[src/rtl/mdu_pkg.sv]
// Shared types and constants for the MDU multiply sequencer.
// Latency: n/a (package only).
// Backpressure: n/a (package only).
package mdu_pkg;

   // Operation encoding as it arrives from the MDU decode stage.
   typedef enum logic [1:0] {
      MUL    = 2'b00,
      MULH   = 2'b01,
      MULHSU = 2'b10,
      MULHU  = 2'b11
   } mul_op_t;

   typedef enum logic [1:0] {
      IDLE = 2'b00,
      CALC = 2'b01,
      SIGN = 2'b10,
      DONE = 2'b11
   } mul_state_t;

   // Accept cycle to first out_valid cycle, and byte-pair iterations.
   localparam int MUL_LATENCY = 18;
   localparam int MUL_ITERS   = 16;

   // Two's-complement magnitude when the operand is treated as negative.
   // 0x80000000 maps onto itself, which is exactly the unsigned magnitude.
   function automatic logic [31:0] mag32(input logic [31:0] v, input logic neg);
      return neg ? (~v + 32'd1) : v;
   endfunction

endpackage

[src/rtl/mdu_mul_seq_wallace.sv]
// 8x8 unsigned Wallace-tree multiplier (partial products reduced by 3:2 CSAs).
// Latency: combinational. Backpressure: none.
// Ports: a_i/b_i 8-bit operands, prod_o 16-bit product.
module mdu_mul_seq_wallace (
   input  logic [7:0]  a_i,
   input  logic [7:0]  b_i,
   output logic [15:0] prod_o
);

   logic [15:0] pp [8];

   always_comb begin
      for (int i = 0; i < 8; i++) begin
         pp[i] = b_i[i] ? ({8'h00, a_i} << i) : 16'h0000;
      end
   end

   // 3:2 compressor on whole rows; returns {carry, sum}. The product fits in
   // 16 bits, so carries falling off the top are always zero.
   function automatic logic [31:0] csa(input logic [15:0] x, input logic [15:0] y,
                                       input logic [15:0] z);
      logic [15:0] s;
      logic [15:0] c;
      s = x ^ y ^ z;
      c = ((x & y) | (x & z) | (y & z)) << 1;
      return {c, s};
   endfunction

   logic [31:0] l1_0, l1_1, l2_0, l2_1, l3_0, l4_0;

   // Level 1: 8 rows -> 6 rows
   assign l1_0 = csa(pp[0], pp[1], pp[2]);
   assign l1_1 = csa(pp[3], pp[4], pp[5]);
   // Level 2: 6 rows -> 4 rows
   assign l2_0 = csa(l1_0[15:0], l1_0[31:16], l1_1[15:0]);
   assign l2_1 = csa(l1_1[31:16], pp[6], pp[7]);
   // Level 3: 4 rows -> 3 rows
   assign l3_0 = csa(l2_0[15:0], l2_0[31:16], l2_1[15:0]);
   // Level 4: 3 rows -> 2 rows
   assign l4_0 = csa(l3_0[15:0], l3_0[31:16], l2_1[31:16]);

   assign prod_o = l4_0[15:0] + l4_0[31:16];

endmodule

[src/rtl/mdu_mul_seq.sv]
// Iterative 32x32 multiplier (MUL/MULH/MULHSU/MULHU), one 8x8 byte pair per cycle.
// Latency: 18 cycles accept-to-out_valid; one operation in flight.
// Backpressure: result held stable in DONE until out_ready; in_ready low while busy.
// Ports: clk/rst (sync, active-high), flush, in_* request handshake with op/a/b/tag,
//        out_* result handshake with 32-bit result and tag.
module mdu_mul_seq
   import mdu_pkg::*;
#(
   parameter int TAG_W = 6
) (
   input  logic             clk,
   input  logic             rst,
   input  logic             flush,
   input  logic             in_valid,
   output logic             in_ready,
   input  logic [1:0]       in_op,
   input  logic [31:0]      in_a,
   input  logic [31:0]      in_b,
   input  logic [TAG_W-1:0] in_tag,
   output logic             out_valid,
   input  logic             out_ready,
   output logic [31:0]      out_result,
   output logic [TAG_W-1:0] out_tag
);

   mul_state_t       state_q, state_d;
   logic [31:0]      a_mag_q, a_mag_d;
   logic [31:0]      b_mag_q, b_mag_d;
   logic             neg_q, neg_d;
   mul_op_t          op_q, op_d;
   logic [TAG_W-1:0] tag_q, tag_d;
   logic [63:0]      acc_q, acc_d;
   logic [3:0]       cnt_q, cnt_d;

   mul_op_t          op_in;
   logic             sa, sb;
   logic             accept;
   logic [1:0]       ia, ib;
   logic [5:0]       shamt;
   logic [7:0]       mul_a, mul_b;
   logic [15:0]      prod;

   assign op_in  = mul_op_t'(in_op);
   assign accept = in_valid & in_ready;

   // MUL's low half does not depend on signedness, so it runs unsigned.
   assign sa = ((op_in == MULH) || (op_in == MULHSU)) & in_a[31];
   assign sb = (op_in == MULH) & in_b[31];

   // cnt walks a-byte in the upper bits, b-byte in the lower bits.
   assign ia    = cnt_q[3:2];
   assign ib    = cnt_q[1:0];
   assign shamt = {({1'b0, ia} + {1'b0, ib}), 3'b000};
   assign mul_a = a_mag_q[{ia, 3'b000} +: 8];
   assign mul_b = b_mag_q[{ib, 3'b000} +: 8];

   mdu_mul_seq_wallace u_wallace (
      .a_i    (mul_a),
      .b_i    (mul_b),
      .prod_o (prod)
   );

   // ---------------- FSM: state register ----------------
   always_ff @(posedge clk) begin
      if (rst) begin
         state_q <= IDLE;
      end else begin
         state_q <= state_d;
      end
   end

   // ---------------- FSM: next state ----------------
   always_comb begin
      state_d = state_q;
      if (flush) begin
         state_d = IDLE;
      end else begin
         case (state_q)
            IDLE: if (in_valid) state_d = CALC;
            CALC: if (cnt_q == 4'(MUL_ITERS - 1)) state_d = SIGN;
            SIGN: state_d = DONE;
            DONE: if (out_ready) state_d = IDLE;
            default: state_d = IDLE;
         endcase
      end
   end

   // ---------------- FSM: outputs ----------------
   always_comb begin
      in_ready   = (state_q == IDLE) && !flush;
      out_valid  = (state_q == DONE);
      out_result = (op_q == MUL) ? acc_q[31:0] : acc_q[63:32];
      out_tag    = tag_q;
   end

   // ---------------- Datapath next state ----------------
   always_comb begin
      a_mag_d = a_mag_q;
      b_mag_d = b_mag_q;
      neg_d   = neg_q;
      op_d    = op_q;
      tag_d   = tag_q;
      acc_d   = acc_q;
      cnt_d   = cnt_q;
      case (state_q)
         IDLE: begin
            if (accept) begin
               a_mag_d = mag32(in_a, sa);
               b_mag_d = mag32(in_b, sb);
               neg_d   = sa ^ sb;
               op_d    = op_in;
               tag_d   = in_tag;
               acc_d   = '0;
               cnt_d   = '0;
            end
         end
         CALC: begin
            // Max shift is 48; the full sum of all 16 terms stays below 2^64.
            acc_d = acc_q + ({48'h0, prod} << shamt);
            cnt_d = cnt_q + 4'd1;
         end
         SIGN: begin
            // Negating zero yields zero, so no spurious sign appears.
            if (neg_q) acc_d = ~acc_q + 64'd1;
         end
         default: ;
      endcase
   end

   // ---------------- Datapath registers ----------------
   always_ff @(posedge clk) begin
      if (rst) begin
         a_mag_q <= '0;
         b_mag_q <= '0;
         neg_q   <= 1'b0;
         op_q    <= MUL;
         tag_q   <= '0;
         acc_q   <= '0;
         cnt_q   <= '0;
      end else begin
         a_mag_q <= a_mag_d;
         b_mag_q <= b_mag_d;
         neg_q   <= neg_d;
         op_q    <= op_d;
         tag_q   <= tag_d;
         acc_q   <= acc_d;
         cnt_q   <= cnt_d;
      end
   end

endmodule

[config.mk]
export PLATFORM = sky130hd
export DESIGN_NAME = mdu_mul_seq
export DESIGN_NICKNAME = d
export VERILOG_FILES = /design/src/rtl/mdu_pkg.sv /design/src/rtl/mdu_mul_seq_wallace.sv /design/src/rtl/mdu_mul_seq.sv
export SDC_FILE = /design/constraint.sdc
export NUM_CORES = 1
export LEC_CHECK = 0
export ABC_AREA = 1
export ABC_CLOCK_PERIOD_IN_PS = 14370
export CAP_MARGIN = 20
export CORE_ASPECT_RATIO = 0.8
export CORE_MARGIN = 1.5
export CORE_UTILIZATION = 25
export CTS_BUF_LIST = sky130_fd_sc_hd__clkbuf_8 sky130_fd_sc_hd__clkbuf_16
export DETAILED_ROUTE_END_ITERATION = 8
export HOLD_SLACK_MARGIN = 0.03
export PLACE_DENSITY = 0.41
export SETUP_SLACK_MARGIN = 0.2
export SYNTH_ARGS = -nofsm -noshare
export SYNTH_HDL_FRONTEND = slang
export SYNTH_SLANG_ARGS = --single-unit
[constraint.sdc]
create_clock -name clk -period 14.37 [get_ports clk]
set_clock_uncertainty 0.1 [all_clocks]
set_input_delay 2.1555 -clock clk [delete_from_list [all_inputs] [get_ports clk]]
set_output_delay 2.1555 -clock clk [all_outputs]
set_load 0.02 [all_outputs]
# Word-level counts from Yosys, hierarchy flattened
# Index checks and enable logic that the tools add are counted.
[word_totals]
regBits = 143
out_inout_bits = 40
word_cells = 110
input_bits = 77
[op_classes]
add_sub_neg = 7
n_shift = 3
bitwise = 49
n_eq_ne = 11
reduce_logical = 12
mux = 20
[op_table]
columns = ["operator", "n"]
rows = [
  ["$and A15 B15 Y15", 18],
  ["$pmux W64 S3", 1],
  ["$or A15 B15 Y15", 12],
  ["$mux W64", 2],
  ["$xor A16 B16 Y16", 8],
  ["$mux W32", 3],
  ["$add A32 B1 Y32 const B", 2],
  ["$add A64 B1 Y64 const B", 1],
  ["$add A64 B64 Y64", 1],
  ["$not A32 Y32", 2],
  ["$not A64 Y64", 1],
  ["$shiftx A32 B6 Y8", 2],
  ["$shl A16 B6 Y64", 1],
  ["$add A16 B16 Y16", 1],
  ["$xor A16 B10 Y16", 1],
  ["$xor A16 B13 Y16", 1],
  ["$xor A16 B14 Y16", 1],
  ["$xor A16 B15 Y16", 1],
  ["$mux W15", 1],
  ["$mux W14", 1],
  ["$mux W13", 1],
  ["$mux W12", 1],
  ["$mux W11", 1],
  ["$mux W10", 1],
  ["other kinds (24)", 37],
]

# Logic depth before layout (Yosys ltp)
# Gate-level depths: netlist of run 1.
[logic_depth]
ltp_word = 18
depth_mapped = 44

# Modules after synthesis
# From an unflattened synthesis of run 1, not the netlist that was laid out.
[hier_totals]
cells_unflattened = 3378
area_unflattened_um2 = 18592.8
[by_module_without_submodules]
columns = ["mod", "instances", "area_per_inst_um2", "cells_each"]
rows = [
  ["mdu_mul_seq", 1, 16514.6, 3068],
  ["mdu_mul_seq_wallace", 1, 2078.2, 310],
]

# Least setup slack after synthesis of run 1
# Ideal clock, no wire load.
[synth_timing]
kind = "register -> register"
from = "reg cnt_q[2]"
to = "reg acc_q[60]"
slack_ns = 7.713
stages_incl_launch_ff = 39
t_arrival_ns = 6.424
cell_sequence = "dfxtp_1 -> clkbuf_1 -> clkbuf_1 -> nand2_1 -> a32oi_1 -> inv_1 -> nor2_1 -> fa_1 -> inv_1 -> fa_1 -> fa_1 -> fa_1 -> inv_1 -> ha_1 -> a21oi_1 -> nand2_1 -> a21oi_1 -> o21ai_0 -> [3 not listed] -> inv_1 -> nor2_1 -> a31oi_1 -> nor2_1 -> ha_1 -> nand2_1 -> nor2_1 -> inv_1 -> nor2_1 -> inv_1 -> nor4_1 -> nand2_1 -> nand2_1 -> nand2_1 -> nand3_1 -> nand2_1 -> nand2_1 -> a21oi_1"
[synth_via]
elab_chain_cells = 18
word_cells_on_any_way = 56
[synth_lines]
columns = ["element", "line_no", "rtl"]
rows = [
  ["from (decl)", "mdu_mul_seq.sv:33", "logic [3:0] cnt_q, cnt_d;"],
  ["from (signal assigned)", "mdu_mul_seq.sv:147", "cnt_q <= cnt_d;"],
  ["$shiftx A32 B6 Y8", "mdu_mul_seq.sv:54", "assign mul_a = a_mag_q[{ia, 3'b000} +: 8];"],
  ["$mux W8, or another cell as far along", "mdu_mul_seq_wallace.sv:14", "pp[i] = b_i[i] ? ({8'h00, a_i} << i) : 16'h0000;"],
  ["$and A15 B15 Y15", "mdu_mul_seq_wallace.sv:25", "c = ((x & y) | (x & z) | (y & z)) << 1;"],
  ["$or A15 B15 Y15 (2 in a row)", "mdu_mul_seq_wallace.sv:25", ""],
  ["$and A15 B15 Y15", "mdu_mul_seq_wallace.sv:25", ""],
  ["$or A15 B15 Y15 (2 in a row)", "mdu_mul_seq_wallace.sv:25", ""],
  ["$and A15 B15 Y15", "mdu_mul_seq_wallace.sv:25", ""],
  ["$or A15 B15 Y15 (2 in a row)", "mdu_mul_seq_wallace.sv:25", ""],
  ["$and A15 B15 Y15", "mdu_mul_seq_wallace.sv:25", ""],
  ["$or A15 B15 Y15 (2 in a row)", "mdu_mul_seq_wallace.sv:25", ""],
  ["$add A16 B16 Y16", "mdu_mul_seq_wallace.sv:42", "assign prod_o = l4_0[15:0] + l4_0[31:16];"],
  ["$shl A16 B6 Y64 (*)", "mdu_mul_seq.sv:119", "acc_d = acc_q + ({48'h0, prod} << shamt);"],
  ["$add A64 B64 Y64 (*)", "mdu_mul_seq.sv:119", ""],
  ["$pmux W64 S3 (*)", "mdu_mul_seq.sv:105", "case (state_q)"],
  ["to (signal assigned)", "mdu_mul_seq.sv:138", "acc_q <= '0;"],
  ["to (signal assigned)", "mdu_mul_seq.sv:146", "acc_q <= acc_d;"],
  ["to (decl)", "mdu_mul_seq.sv:32", "logic [63:0] acc_q, acc_d;"],
]
# Every way passes the cells marked *; elsewhere a longest branch is shown, timed or not.
# A chain may end at the register's enable or synchronous reset.

# Worst setup path after layout of run 1
[layout_timing]
from = "reg cnt_q[0]"
to = "reg acc_q[59]"
[layout_via]
elab_chain_cells = 18
word_cells_on_any_way = 56
[layout_lines]
columns = ["element", "line_no", "rtl"]
rows = [
  ["$shiftx A32 B6 Y8", "mdu_mul_seq.sv:55", "assign mul_b = b_mag_q[{ib, 3'b000} +: 8];"],
  ["$mux W8, or another cell as far along", "mdu_mul_seq_wallace.sv:14", ""],
  ["$and A15 B15 Y15", "mdu_mul_seq_wallace.sv:25", ""],
  ["$or A15 B15 Y15 (2 in a row)", "mdu_mul_seq_wallace.sv:25", ""],
  ["$and A15 B15 Y15", "mdu_mul_seq_wallace.sv:25", ""],
  ["$or A15 B15 Y15 (2 in a row)", "mdu_mul_seq_wallace.sv:25", ""],
  ["$and A15 B15 Y15", "mdu_mul_seq_wallace.sv:25", ""],
  ["$or A15 B15 Y15 (2 in a row)", "mdu_mul_seq_wallace.sv:25", ""],
  ["$and A15 B15 Y15", "mdu_mul_seq_wallace.sv:25", ""],
  ["$or A15 B15 Y15 (2 in a row)", "mdu_mul_seq_wallace.sv:25", ""],
  ["$add A16 B16 Y16", "mdu_mul_seq_wallace.sv:42", ""],
  ["$shl A16 B6 Y64 (*)", "mdu_mul_seq.sv:119", ""],
  ["$add A64 B64 Y64 (*)", "mdu_mul_seq.sv:119", ""],
  ["$pmux W64 S3 (*)", "mdu_mul_seq.sv:105", ""],
]
# Marked as above.

==> impl_metrics.yaml, run 1 <==
run_status:
  outcome: "complete, no violations"
grt:
  grt_first_pass_wirelength_microns: 129000
  gr-total-overflow: 0
  grt_pass1_vias: 19267
  track_usage: 0.242
  grt_max_degree: 102
  antenna_found_initial: 6
timing:
  whs_ns: 0.363
  drv_slew: 0
  setup_violations: 0
  slew_headroom: 0.168
  period_share: 0.615
  timing.fmax_mhz: 113
  min_period_ns: 8.84
  max_slew.worst_pin.slew_ns: 1.24
  setup_tns_ns: 0
  hold_violations: 0
  rsz0062_at_grt: "false"
  finalWorstSetupSlack_ns: 5.53
synthesis:
  yosys_warnings: 0
  synth_top_area_share: 0.180
  ys_seq_elements: 143
  synthFlopType: "dfxtp_1"
  synth_seq_area_share: 0.162
  synth_edf_count: 0
  synth_top_area_cell: "nand2_1"
  synthCells: 3105
  synth_area_per_cell_sq_um: 5.70
  synth_cell_types: 57
  async_flop_share: 0
  syn_nets: 3323
  syn_area_sq_um: 17700
  synth_area_leaders: "nand2_1, dfxtp_1, inv_1, nor2_1, ha_1"
floorplan:
  pin_count: 117
  die_x_microns: 300
  core_sq_um: 70200
  start_util: 0.252
  num_rows: 87
  die_y_microns: 241
  dieArea_sq_um: 72400
hold_path:
  hold_class: "flop to flop"
  hold_end: "b_mag_q[0]"
  min_from: "b_mag_q[0]"
  min_path_cells: 2
critical_path:
  reg2reg_slack_ns: 5.53
  rr_worst_depth: 38
  cp_max_fo: 26
  worstPathArrival_ns: 9.17
  critPathLaunchType: "flop"
  crit_top_cell: "nand2_1"
  path_class: "flop to flop"
  cp_slowest_cell: "dfxtp_1"
  required_ns: 14.70
  worstReg2RegEnd: "acc_q[59]"
  worstSetupEndpointType: "flop"
  max_stage_delay_ns: 0.86
  r2r-start: "cnt_q[0]"
layout:
  fin_cells: 4112
  fin_nets: 3383
  drive_above_1_share: 0.0431
  final_area_sq_um: 20400
  num-fill-cells: 8130
  final_util: 0.290
  syn_to_final_growth_pct: 15.2
  antenna_cells: 0
detailed_routing:
  wl_per_cell_microns: 21.3
  via_per_inst: 5.03
  drt_iter0_drc: 2301
  drcViolationCount: 0
  vias: 20681
  wl_microns: 87500
  dr.pass1.iters: 6
  antenna_left: 0
clock_network:
  clockBufferDepth: 2
  post_cts_buffers: 0
  cts_tree: "done"
  cts_max_level: 4
  cts_root_buf: "clkbuf_16"
  cts_made_buffers: 17
  cts_resized: 0
  clk_pin_slew_ns: 0.07
  insertion_delay_ns: 0.51
  clock-sinks: 143
  ctsHoldBuffers: 0
place:
  dp_worst_setup_slack_ns: 5.88
  hpwl_microns: 71300
  placed_area_sq_um: 19800
  portBuffers: 116
  gp_congestion: 1.00
  place_inst: 4078
power_and_ir_drop:
  power_density_nw_per_um2: 59.2
  p_leak_nw: 9.58
  ir_worst_vdd_mv: 0.0867
  power_mw: 1.21
flow_run:
  drv_cap: 0
flip-flops by register name, indices dropped and copies added, names as in the netlist:
signal and cells:
a_mag_q 32, acc_q 64, neg_q 1, cnt_q 4, b_mag_q 32, op_q 2, state_q 2, out_tag 6
cells by family (layout without fill, tap and decap cells):
group	Yosys count	in the layout	share of synthesized area
and+or+nand+nor	1625	1625	0.389
AOI/OAI and AO/OA	576	576	0.183
buffers and inverters	569	642	0.124
DFF	143	143	0.162
adders and majority gates	141	141	0.117
xor gates and xnor gates	51	51	0.0252
power breakdown:
| group | internal, mW | switching [mW] |
|---|---|---|
| sequential | 0.414 | 0.0155 |
| combinational | 0.0914 | 0.203 |
| clock | 0.251 | 0.233 |
layer usage:
| metal | share of wire | vias up | wire [microns] | GRT usage |
|---|---|---|---|---|
| met5 | 0.00026 | - | 23 | 0 |
| met4 | 0.018 | 4 | 1550 | 0.0528 |
| met3 | 0.098 | 88 | 8560 | 0.0603 |
| met2 | 0.38 | 784 | 33300 | 0.331 |
| met1 | 0.50 | 9679 | 44100 | 0.372 |
| li1 | - | 10126 | - | - |
worst max-delay path, delay by kind of cell (launching register included):
kind / cells / cell delay, ns
flops: 1 / 0.86
compound gates: 5 / 1.61
buf+inv: 6 / 0.98
simple gates: 20 / 2.20
xor+xnor: 1 / 0.24
fa+ha+maj: 6 / 2.77
area by class of cell:
| type | instances | area, sq um | share of cell area |
|---|---|---|---|
| Timing Repair Buffer | 132 | 1300 | 0.0637 |
| Clock buffer | 19 | 453 | 0.0222 |
| Tap cell | 934 | 1170 | 0.0573 |
| Clock inverter | 13 | 128 | 0.00626 |
| Inverter | 478 | 1810 | 0.0886 |
| Sequential cell | 143 | 2860 | 0.140 |
| Multi-Input combinational cell | 2393 | 12700 | 0.622 |
worst max-delay path by stage:
stage	from	endpoint	slack, ns	cells past startpoint
after floorplan	cnt_q[2]	acc_q[60]	7.71	38
after CTS	cnt_q[0]	acc_q[59]	5.87	38
after detailed placement	cnt_q[0]	acc_q[59]	5.88	38
after global routing	cnt_q[0]	acc_q[59]	4.91	38
final	cnt_q[0]	acc_q[59]	5.53	38
after global placement	cnt_q[2]	acc_q[51]	5.76	37
cells in the mapped netlist, drive strengths merged, types with 39 or more instances:
library cell,instances
nor3,39
o21ai,209
nand4,44
xor2,39
inv,471
nand3,187
ha,100
clkbuf,72
dfxtp,143
nor2,434
nand2,858
a21oi,248
fa,41
placed cells by master (no fill, tap or decap), types with 17 or more instances in the layout:
cell type,count
nand3_1,184
a32oi_1,17
o211ai_1,21
o21ai_0,183
clkdlybuf4s50_1,115
o21ai_1,22
ha_1,98
fa_1,41
nand4_1,42
nor3_1,35
or2_2,30
inv_1,465
nand2_1,850
dfxtp_1,143
o21bai_1,22
clkbuf_16,17
xor2_1,39
nor2_1,417
a21oi_1,241
(Power assumes the default switching activity.)
==> run 2: changes to the inputs <==
--- a/config.mk
+++ b/config.mk
@@ -6,7 +6,7 @@
 export NUM_CORES = 1
 export LEC_CHECK = 0
 export ABC_AREA = 1
-export ABC_CLOCK_PERIOD_IN_PS = 14370
+export ABC_CLOCK_PERIOD_IN_PS = 7400
 export CAP_MARGIN = 20
 export CORE_ASPECT_RATIO = 0.8
 export CORE_MARGIN = 1.5
@@ -14,7 +14,7 @@
 export CTS_BUF_LIST = sky130_fd_sc_hd__clkbuf_8 sky130_fd_sc_hd__clkbuf_16
 export DETAILED_ROUTE_END_ITERATION = 8
 export HOLD_SLACK_MARGIN = 0.03
-export PLACE_DENSITY = 0.41
+export PLACE_DENSITY = 0.43
 export SETUP_SLACK_MARGIN = 0.2
 export SYNTH_ARGS = -nofsm -noshare
 export SYNTH_HDL_FRONTEND = slang
==> constraint.sdc (replaced) <==
create_clock -name clk -period 7.4 [get_ports clk]
set_clock_uncertainty 0.1 [all_clocks]
set_input_delay 1.11 -clock clk [delete_from_list [all_inputs] [get_ports clk]]
set_output_delay 1.11 -clock clk [all_outputs]
set_load 0.02 [all_outputs]
==> impl_metrics.yaml, run 2 (synthesis results as in run 1) <==
critical_path:
  required_ns: 7.65
  worstSetupEndpointType: "flop"
  path_delay_family: "adder cells"
  timing.critical_path.buf_inv: 15
  max_stage_delay_ns: 0.54
  r2r-start: "cnt_q[0]"
  critPathLaunch: "cnt_q[0]"
  worstPathArrival_ns: 7.24
  critPathLaunchType: "flop"
  crit_top_cell: "inv_1"
  cp_slowest_cell: "fa_1"
  path_class: "flop to flop"
  cp_max_fo: 9
layout:
  final_common_cell: "nand2_1"
  largest_reg_flops: 64
  num-fill-cells: 7907
  antenna_cells: 0
  syn_to_final_growth_pct: 39.1
  final_area_sq_um: 24600
  top_register: "acc_q"
  most-common-layout-cells: "nand2_1, inv_1, buf_4"
  drive_above_1_share: 0.230
  fin_nets: 3730
  reg_top3: "acc_q: 64 flops, a_mag_q: 32 flops, b_mag_q: 32 flops"
timing:
  max_slew.worst_pin.slew_ns: 1.08
  drv_slew: 0
  hold_violations: 0
  setup_violations: 0
  slew_headroom: 0.272
  period_share: 0.944
  finalWorstSetupSlack_ns: 0.412
  rsz0062_at_grt: "true"
  timing.fmax_mhz: 143
  min_period_ns: 6.99
grt:
  grt_max_degree: 67
  track_usage: 0.245
  grt_first_pass_wirelength_microns: 131000
  antenna_found_initial: 0
  grt_pass1_vias: 19669
  gr-total-overflow: 0
detailed_routing:
  via_per_inst: 4.92
  wl_microns: 89800
  wl_per_cell_microns: 20.1
  vias: 21942
  dr.pass1.iters: 6
  antenna_left: 0
  drcViolationCount: 0
  drt_iter0_drc: 2216
place:
  gp_congestion: 0.989
  placed_area_sq_um: 22200
  portBuffers: 116
  dp_worst_setup_slack_ns: -0.123
  hpwl_microns: 72800
floorplan:
  start_util: 0.252
  die_x_microns: 300
  dieArea_sq_um: 72400
  core_sq_um: 70200
  pin_count: 117
  num_rows: 87
  die_y_microns: 241
clock_network:
  clock-sinks: 143
  cts_root_buf: "clkbuf_16"
  cts_made_buffers: 17
  insertion_delay_ns: 0.50
  cts_max_level: 4
  clockBufferDepth: 2
  cts_tree: "done"
  ctsHoldBuffers: 0
  clk_pin_slew_ns: 0.07
power_and_ir_drop:
  power_frac_clock: 0.390
  power_density_nw_per_um2: 102
  seq_power_share: 0.332
  intPower_mw: 1.59
  p_switching_mw: 0.910
  p_leak_nw: 11.5
  power_mw: 2.50
  power_switching_share: 0.364
  p_comb_frac: 0.278
  ir_worst_vdd_mv: 0.138
run_status:
  outcome: "complete, no violations"
hold_path:
  min_from: "a_mag_q[0]"
  hold_class: "flop to flop"
flow_run:
  drv_cap: 0
run 2: layer usage:
layer,vias up,track usage,wire (microns)
met2,773,0.336,34900
li1,10835,-,-
met5,-,0,0
met4,0,0.0433,1110
met3,57,0.0471,7940
met1,10277,0.385,45800
run 2: path summary, 6_finish.rpt:
| check | endpoint | slack (ns) | cells past startpoint |
|---|---|---|---|
| worst min-delay path | a_mag_q[0] | 0.36 | 2 |
| worst max-delay path | acc_q[22] | 0.41 | 42 |
| worst min register to register | a_mag_q[0] | 0.36 | 2 |
| worst max register to register | acc_q[22] | 0.41 | 42 |
run 2: tightest hold or removal path, stage by stage, from the launching register on:
cell and delay (ns):
dfxtp_1 0.30, inv_1 0.06, a21oi_1 0.06
run 2: repair_timing:
item,CTS,global route
pin swaps,4,112
buffers inserted,4,30
setup endpoints to repair,50,55
resized for setup,46,395
run 2: stage by stage:
stage	TNS, ns	std cells	util	hold WS [ns]
finish	0	4459	0.351	0.357
global route	0	4459	0.351	0.381
CTS	0	4427	0.327	0.364
detailed placement	-1.02	4391	0.316	0.354
global placement	-0.650	4391	0.316	0.349
floorplan	0	3105	-	0.330
run 2: power groups by stage:
stage	Sequential, mW	Combinational [mW]	Clock [mW]
2_1_floorplan	0.837	0.349	0
5_1_grt	0.835	0.759	1.03
3_3_place_gp	0.848	0.640	0
4_1_cts	0.830	0.643	1.00
6_report	0.831	0.695	0.978
3_5_place_dp	0.847	0.637	0
run 2: layout make-up:
cell class | instances | area, sq um | area share
Clock inverter | 15 | 181 | 0.00737
Multi-Input combinational cell | 2393 | 14200 | 0.576
Inverter | 478 | 1820 | 0.0737
Timing Repair Buffer | 479 | 3990 | 0.162
Clock buffer | 17 | 425 | 0.0173
Sequential cell | 143 | 2870 | 0.116
Tap cell | 934 | 1170 | 0.0475
==> run 3: changes to the inputs <==
--- a/config.mk
+++ b/config.mk
@@ -5,7 +5,6 @@
 export SDC_FILE = /design/constraint.sdc
 export NUM_CORES = 1
 export LEC_CHECK = 0
-export ABC_AREA = 1
 export ABC_CLOCK_PERIOD_IN_PS = 7400
 export CAP_MARGIN = 20
 export CORE_ASPECT_RATIO = 0.8
==> impl_metrics.yaml, run 3 <==
clock_network:
  clockBufferDepth: 2
  clk_pin_slew_ns: 0.07
  cts_root_buf: "clkbuf_16"
  cts_tree: "done"
  ctsHoldBuffers: 0
  insertion_delay_ns: 0.50
  cts_made_buffers: 17
  clock-sinks: 143
  cts_max_level: 4
grt:
  antenna_found_initial: 1
  grt_first_pass_wirelength_microns: 103000
  grt_pass1_vias: 16362
  gr-total-overflow: 0
  track_usage: 0.221
  grt_max_degree: 95
run_status:
  violations: "setup timing"
  outcome: "complete, but fails checks"
critical_path:
  max_stage_delay_ns: 0.57
  worstPathArrival_ns: 7.99
  worstSetupEndpointType: "flop"
  critPathLaunchType: "flop"
  rr_worst_depth: 32
  worstReg2RegEnd: "acc_q[63]"
  critPathLaunch: "cnt_q[2]"
  cp_slowest_cell: "mux4_2"
  path_class: "flop to flop"
  crit_path_end: "acc_q[63]"
  cp_max_fo: 6
  r2r-start: "cnt_q[2]"
  reg2reg_slack_ns: -0.32
  required_ns: 7.67
  crit_top_cell: "fa_1"
timing:
  max_slew.worst_pin.slew_ns: 0.986
  slew_headroom: 0.343
  setup_violations: 30
  drv_slew: 0
  period_share: 1.04
  min_period_ns: 7.72
  setup_tns_ns: -4.46
  whs_ns: 0.357
  timing.fmax_mhz: 130
  finalWorstSetupSlack_ns: -0.320
  rsz0062_at_grt: "true"
  hold_violations: 0
synthesis:
  synth_area_per_cell_sq_um: 7.51
  synth_area_leaders: "dfxtp_1, ha_1, nor2_1, a21oi_1, fa_1"
  async_flop_share: 0
  synth_top_area_share: 0.191
  synth_most_common_cell: "nor2_1"
  syn_area_sq_um: 15000
  synth_edf_count: 0
  synthFlopType: "dfxtp_1"
  synth_common_cells: "nor2_1, nand2_1, a21oi_1"
  synthCells: 1994
  synth_top_area_cell: "dfxtp_1"
  synth_cell_types: 78
  ys_seq_elements: 143
  yosys_warnings: 0
  synth_seq_area_share: 0.191
  syn_nets: 2212
power_and_ir_drop:
  power_density_nw_per_um2: 104
  power_mw: 2.26
  ir_worst_vdd_mv: 0.147
  p_leak_nw: 9.08
layout:
  num-fill-cells: 6233
  reg_top3: "acc_q: 64 flops, a_mag_q: 32 flops, b_mag_q: 32 flops"
  fin_nets: 2625
  top_register: "acc_q"
  antenna_cells: 0
  drive_above_1_share: 0.289
  largest_reg_flops: 64
  syn_to_final_growth_pct: 45.7
  most-common-layout-cells: "buf_4, nor2_1, nand2_1"
  final_common_cell: "buf_4"
  final_area_sq_um: 21800
hold_path:
  min_path_cells: 2
  hold_class: "flop to flop"
floorplan:
  dieArea_sq_um: 61400
  core_sq_um: 59500
  pin_count: 117
  num_rows: 80
  die_x_microns: 277
  start_util: 0.252
  die_y_microns: 222
place:
  dp_worst_setup_slack_ns: -0.892
  placed_area_sq_um: 19100
  gp_congestion: 0.915
  portBuffers: 116
  hpwl_microns: 53200
detailed_routing:
  antenna_left: 0
  via_per_inst: 5.26
  wl_microns: 68600
  vias: 16822
  wl_per_cell_microns: 21.4
  drt_iter0_drc: 1430
  dr.pass1.iters: 7
  drcViolationCount: 0
flow_run:
  drv_cap: 0
-- run 3: cell types whose count changed in the layout (fill, tap and decap cells not counted), moves of 43 or more --
cell | previous run | this run
o21ai_0 | 149 | 90
nand2_2 | 64 | 10
a21oi_1 | 185 | 133
nor3_1 | 30 | 73
xnor2_1 | 10 | 61
nor2_1 | 325 | 212
and2_1 | 1 | 49
a211oi_1 | 1 | 53
nor2_2 | 74 | 12
inv_1 | 447 | 81
nand2_1 | 780 | 169
nand3_1 | 164 | 38
-- run 3: how the worst min path moves through the flow --
stage | end | start | slack, ns
after floorplan | a_mag_q[21] | a_mag_q[21] | 0.33
after global placement | out_tag[5] | out_tag[5] | 0.34
after detailed placement | out_tag[5] | out_tag[5] | 0.35
after CTS | out_tag[5] | out_tag[5] | 0.36
after global routing | out_tag[0] | out_tag[0] | 0.38
final | out_tag[5] | out_tag[5] | 0.36
-- run 3: power by group --
| group | leakage, nW | internal [mW] | switching [mW] |
|---|---|---|---|
| registers | 1.17 | 0.798 | 0.0229 |
| logic | 7.62 | 0.220 | 0.292 |
| clock network | 0.291 | 0.484 | 0.445 |
-- run 3: worst max-delay path: cells and delay by family, from the launching register on --
kind / cells / cell delay (ns)
compound gates: 8 / 1.71
xor+xnor: 1 / 0.11
fa+ha+maj: 6 / 2.48
buf+inv: 5 / 0.47
flops: 1 / 0.40
mux: 2 / 0.63
simple gates: 10 / 1.69
-- run 3: per-stage QoR --
stage                util  std cells
global route        0.367       3199
finish              0.367       3199
global placement    0.321       3083
floorplan               -       1994
detailed placement  0.321       3084
CTS                 0.354       3168
-- run 3: what timing repair did --
| item | 4_1_cts | 5_1_grt |
|---|---|---|
| pin swaps | 78 | 86 |
| gates resized for setup | 197 | 104 |
| endpoints found under the setup margin | 46 | 51 |
| buffers inserted | 52 | 30 |
-- run 3: cells by family (layout without fill, tap and decap cells) --
family | count (synthesis) | after routing | share of synthesized area
flops | 143 | 143 | 0.191
fa+ha+maj | 141 | 141 | 0.138
simple gates | 749 | 749 | 0.239
buf+inv | 196 | 622 | 0.0533
mux | 52 | 52 | 0.0508
compound gates | 580 | 580 | 0.250
xor+xnor | 133 | 133 | 0.0778
-- run 3: final cells by class --
type,count,area [sq um],area share
multi-input cells,1655,12800,0.585
flip-flops and latches,143,2870,0.132
clock inverters,14,144,0.00660
well taps,779,975,0.0447
repair buffers,506,4310,0.198
clock buffers,18,439,0.0201
inverters,84,315,0.0145
-- run 3: layer usage --
layer | wire length [microns] | track usage | part of all wire | vias up
li1 | - | - | - | 8048
met1 | 34700 | 0.331 | 0.51 | 8194
met2 | 28300 | 0.320 | 0.41 | 507
met3 | 4470 | 0.0400 | 0.065 | 73
met4 | 1170 | 0.0585 | 0.017 | 0
met5 | 0 | 0 | 0 | -
